`src/rtl/mdu_iter.sv`:
```
// rtl/mdu_iter.sv - iterative multiply/divide unit holding the HI/LO registers
module mdu_iter #(
    parameter int WIDTH = 32
) (
    input  logic             clk_i,
    input  logic             rst_i,
    input  logic             start_i,
    input  logic [2:0]       op_i,
    input  logic [WIDTH-1:0] a_i,
    input  logic [WIDTH-1:0] b_i,
    output logic             busy_o,
    output logic             done_o,
    output logic             div_by_zero_o,
    output logic [WIDTH-1:0] hi_o,
    output logic [WIDTH-1:0] lo_o
);

    localparam int CW = $clog2(WIDTH);

    typedef enum logic [1:0] {IDLE, CALC, FIX} state_t;

    state_t             state_q;
    logic [CW-1:0]      cnt_q;
    logic [2*WIDTH-1:0] acc_q, acc_d;
    logic [WIDTH-1:0]   opnd_q;
    logic [WIDTH-1:0]   hi_q, lo_q, hi_d, lo_d;
    logic               is_div_q, neg_res_q, neg_rem_q;
    logic               busy_q, done_q, dbz_q;

    logic               op_arith, op_div, op_signed, a_neg, b_neg;
    logic [WIDTH-1:0]   a_mag, b_mag;

    assign op_arith  = (op_i <= 3'd3);
    assign op_div    = (op_i == 3'd2) || (op_i == 3'd3);
    assign op_signed = (op_i == 3'd0) || (op_i == 3'd2);
    assign a_neg     = op_signed & a_i[WIDTH-1];
    assign b_neg     = op_signed & b_i[WIDTH-1];
    assign a_mag     = a_neg ? (~a_i + 1'b1) : a_i;
    assign b_mag     = b_neg ? (~b_i + 1'b1) : b_i;

    // acc_q holds {product_hi, multiplier} for multiply and {remainder, quotient} for divide
    logic [WIDTH:0] mul_sum, rem_sh, diff;

    always_comb begin
        mul_sum = {1'b0, acc_q[2*WIDTH-1:WIDTH]} + {1'b0, (acc_q[0] ? opnd_q : '0)};
        rem_sh  = acc_q[2*WIDTH-1:WIDTH-1];
        diff    = rem_sh - {1'b0, opnd_q};
        if (is_div_q) begin
            if (diff[WIDTH])
                acc_d = {rem_sh[WIDTH-1:0], acc_q[WIDTH-2:0], 1'b0};
            else
                acc_d = {diff[WIDTH-1:0], acc_q[WIDTH-2:0], 1'b1};
        end else begin
            acc_d = {mul_sum, acc_q[WIDTH-1:1]};
        end
    end

    logic [2*WIDTH-1:0] prod_fix;
    logic [WIDTH-1:0]   quot, rem;

    always_comb begin
        prod_fix = neg_res_q ? (~acc_q + 1'b1) : acc_q;
        quot     = acc_q[WIDTH-1:0];
        rem      = acc_q[2*WIDTH-1:WIDTH];
        if (is_div_q) begin
            lo_d = neg_res_q ? (~quot + 1'b1) : quot;
            hi_d = neg_rem_q ? (~rem + 1'b1) : rem;
        end else begin
            hi_d = prod_fix[2*WIDTH-1:WIDTH];
            lo_d = prod_fix[WIDTH-1:0];
        end
    end

    always_ff @(posedge clk_i or posedge rst_i) begin
        if (rst_i) begin
            state_q   <= IDLE;
            cnt_q     <= '0;
            acc_q     <= '0;
            opnd_q    <= '0;
            hi_q      <= '0;
            lo_q      <= '0;
            is_div_q  <= 1'b0;
            neg_res_q <= 1'b0;
            neg_rem_q <= 1'b0;
            busy_q    <= 1'b0;
            done_q    <= 1'b0;
            dbz_q     <= 1'b0;
        end else begin
            done_q <= 1'b0;
            dbz_q  <= 1'b0;
            case (state_q)
                IDLE: begin
                    if (start_i) begin
                        if (op_div && (b_i == '0)) begin
                            done_q <= 1'b1;
                            dbz_q  <= 1'b1;
                        end else if (op_arith) begin
                            acc_q     <= {{WIDTH{1'b0}}, (op_div ? a_mag : b_mag)};
                            opnd_q    <= op_div ? b_mag : a_mag;
                            is_div_q  <= op_div;
                            neg_res_q <= a_neg ^ b_neg;
                            neg_rem_q <= a_neg;
                            cnt_q     <= '0;
                            busy_q    <= 1'b1;
                            state_q   <= CALC;
                        end else if (op_i == 3'd4) begin
                            hi_q <= a_i;
                        end else if (op_i == 3'd5) begin
                            lo_q <= a_i;
                        end
                    end
                end
                CALC: begin
                    acc_q <= acc_d;
                    cnt_q <= cnt_q + 1'b1;
                    if (cnt_q == CW'(WIDTH-1))
                        state_q <= FIX;
                end
                FIX: begin
                    hi_q    <= hi_d;
                    lo_q    <= lo_d;
                    busy_q  <= 1'b0;
                    done_q  <= 1'b1;
                    cnt_q   <= '0;
                    state_q <= IDLE;
                end
                default: state_q <= IDLE;
            endcase
        end
    end

    assign busy_o        = busy_q;
    assign done_o        = done_q;
    assign div_by_zero_o = dbz_q;
    assign hi_o          = hi_q;
    assign lo_o          = lo_q;

endmodule

```
`config.mk`:
```
export PLATFORM = sky130hd
export DESIGN_NAME = mdu_iter
export DESIGN_NICKNAME = d
export VERILOG_FILES = /design/src/rtl/mdu_iter.sv
export SDC_FILE = /design/constraint.sdc
export NUM_CORES = 1
export LEC_CHECK = 0
export CORE_MARGIN = 3
export CORE_UTILIZATION = 49
export CTS_CLUSTER_DIAMETER = 200
export DETAILED_ROUTE_END_ITERATION = 8
export PLACE_DENSITY_LB_ADDON = 0.1
export SLEW_MARGIN = 5
export SYNTH_ARGS = -nofsm -noshare
export SYNTH_HDL_FRONTEND = slang
export SYNTH_SLANG_ARGS = --single-unit
```
`constraint.sdc`:
```
create_clock -name clk_i -period 8.7 [get_ports clk_i]
set_input_delay 2.175 -clock clk_i [delete_from_list [all_inputs] [get_ports clk_i]]
set_output_delay 2.175 -clock clk_i [all_outputs]
set_load 0.02 [all_outputs]
```
==> flow_summary.toml <==
[floorplan]
initial_core_util_pct = 50.37
die-area_um2 = 32010
ios = 137
row_count = 62
die_w_um = 178.9
die_y_um = 178.9
core_um2 = 29090

[placed_design]
place.gp.congestion = 0.9763
dp_hpwl_um = 39760
io_buffers = 136
place_ws_ns = 2.034

[layout]
multiInputGateArea_um2 = 9622
final_core_util_pct = 57.54
num_antenna_cells = 0
n_fill_cell = 2802
drive_above_1_share_pct = 4.042
seqCellArea_um2 = 4330
fin_nets = 2108
syn_to_final_growth_pct = 14.23

[critical_path]
startpoint_type = "primary input"
r2r_slack_ns = 4.04
criticalPathCategory = "primary input to flop"
path_max_fanout = 62
r2r_end = "acc_q[61]"
worstPathCellList = "clkdlybuf4s50_1 > or4_1 > nor4_1 > nand3b_1 > or2_2 > or4_4 > o211a_4 > o21bai_4 > buf_12 > a31oi_1 > a22o_1"
path_buf_inv = 2
worst_r2r_path_depth = 12
max_stage_delay_ns = 0.85
crit_start = "b_i[3]"
crit_family = "simple AND/OR/NAND/NOR gates"
endpoint_kind = "flop"
cp_data_arrival_time_ns = 6.59
reg2reg_from = "acc_q[40]"
cpMaxStageDelayCell = "o21bai_4"
critPathRequiredTime_ns = 9.03

[sta]
fin_crit_ns = 6.258
finClkSkew_ns = 0.01706
setup_violations = 0
worst_slew_pin_slew_ns = 1.143
finalCritPeriodShare_pct = 71.93
max_slew_margin_pct = 23.51
grt_setup_unrepaired = "no"
tns_ns = 0
whs_ns = 0.4765
fmax_mhz = 159.8
layout_setup_ws_ns = 2.442
hold_violations = 0
drv_slew = 0

[clock_network]
numCtsBuffers = 17
cts_root_buf = "clkbuf_16"
insertion_delay_ns = 0.45
cts_tree = "built"
cts_htree_levels = 4
clk_pin_slew_ns = 0.07
holdBufCountCts = 0
cts_repair_resize_count = 0
clockBufferDepth = 2
post-cts-setup-buffers = 0
cts_sinks = 173

[detailed_routing]
vias = 14510
drtPass1Iterations = 6
post_drt_wl_per_cell_um = 22.04
drc = 0
viasPerCell = 6.142
wl_um = 52080
postRouteAntennaNets = 0
dr.first_iter.drc_count = 1611

[power]
ir_worst_vdd_mv = 0.2554
p_leak_nw = 7.111
power_density_nw_per_um2 = 405.7

[synthesis]
yosysSeqAreaShare_pct = 29.54
synth-edff-count = 0
ys_top_cells_by_count = "243 x nor2_1, 232 x nand2_1, 188 x o21ai_0, 173 x dfrtp_1, 170 x a21oi_1"
synth_cell_types = 72
dominantRegCellSynth = "dfrtp_1"
syn_nets = 2049
synth-seq-cells = 173
ys_async_sr_fraction_pct = 100.0
yosys.cell_count.top_type = "nor2_1"
synth_top_area_cell = "dfrtp_1"
synth_top_area_share_pct = 29.54
avgSynthCellArea_um2 = 7.684
ys_top_cells_by_area = "dfrtp_1 30%, o21ai_0 6.4%, nor2_1 6.2%, ha_1 6.0%, nand2_1 5.9%"
synthesis.instances = 1907
yosys_warnings = 0
netlist_area_um2 = 14650

[global_route]
track_usage_pct = 32.42
grt_pass1_wl_um = 78940
grt_max_degree = 102
antenna_found_initial = 0
grt_pass1_vias = 13140
grt-ovfl-total = 0

[hold_path]
hold_start = "lo_o[29]"
hold_class = "flop to flop"
holdPathEnd = "lo_o[29]"
whs_path_depth = 2

[job]
max_cap_violations = 0

[outcome]
outcome = "complete, no violations"
[state kept, by name (all words and copies together) (netlist names)]
register,cells
acc_q,64
busy_o,1
cnt_q,5
div_by_zero_o,1
done_o,1
hi_o,32
is_div_q,1
lo_o,32
neg_rem_q,1
neg_res_q,1
opnd_q,32
state_q,2
[metrics by stage]
stage	instances	cell area (um^2)	total power [mW]
2_1_floorplan	1907	14650	4.671
3_3_place_gp	2331	16180	5.876
3_5_place_dp	2331	16180	5.951
4_1_cts	2363	16740	6.722
5_1_grt	2363	16740	7.320
6_report	2363	16740	6.791
[cell type report]
class | count | area share [%]
repair buffers | 152 | 8.925
flip-flops and latches | 173 | 25.87
clock buffers | 20 | 2.669
inverters | 66 | 1.510
clock inverters | 12 | 0.6727
multi-input cells | 1556 | 57.48
well taps | 384 | 2.870
[worst min-delay path: stages, from the launching register on]
cell	delay, ns
dfrtp_1	0.34
nand2_1	0.05
o31ai_1	0.05
[layout by cell type, fill, tap and decap left out, types with 37 or more instances in the layout]
master and count:
dfrtp_1 172, clkdlybuf4s50_1 136, mux2i_1 59, xor2_1 79, inv_1 65, xnor2_1 95
o21ai_0 188, a21oi_1 170, nand2_1 231, o31ai_1 37, nor2_1 242, ha_1 70
[worst max path at each step]
stage          endpoint  slack (ns)  cells past startpoint
2_1_floorplan  acc_q[0]        1.84                      1
3_3_place_gp   acc_q[0]        2.15                     11
3_5_place_dp   acc_q[0]        2.03                     11
4_1_cts        acc_q[0]        2.50                     11
5_1_grt        acc_q[0]        2.17                     11
6_report       acc_q[0]        2.44                     11
[metal layers]
metal	wire (um)	part of all wire [%]	vias to the layer above	global-route usage (%)
met5	0	0	-	0
met4	1262	2.4	0	8.734
met3	4524	8.7	60	6.501
met2	22060	42	620	46.97
met1	24230	47	6953	48.86
li1	-	-	6881	-
[report_power, final]
part	total [mW]	internal, mW	switching (mW)	leakage (nW)
clock network	0.756	0.404	0.352	0.259
logic	4.33	1.81	2.52	4.67
registers	1.70	1.17	0.538	2.18
[cells by family after synthesis]
family | after synthesis | synth area share [%]
XOR/XNOR | 175 | 10.46
adder cells (fa/ha/maj) | 72 | 6.251
flip-flops | 173 | 29.54
AND/OR/NAND/NOR | 650 | 19.67
AO/OA/AOI/OAI | 592 | 24.40
multiplexers | 67 | 4.645
buffers and inverters | 178 | 5.038
Power figures use the tool's default switching activity.
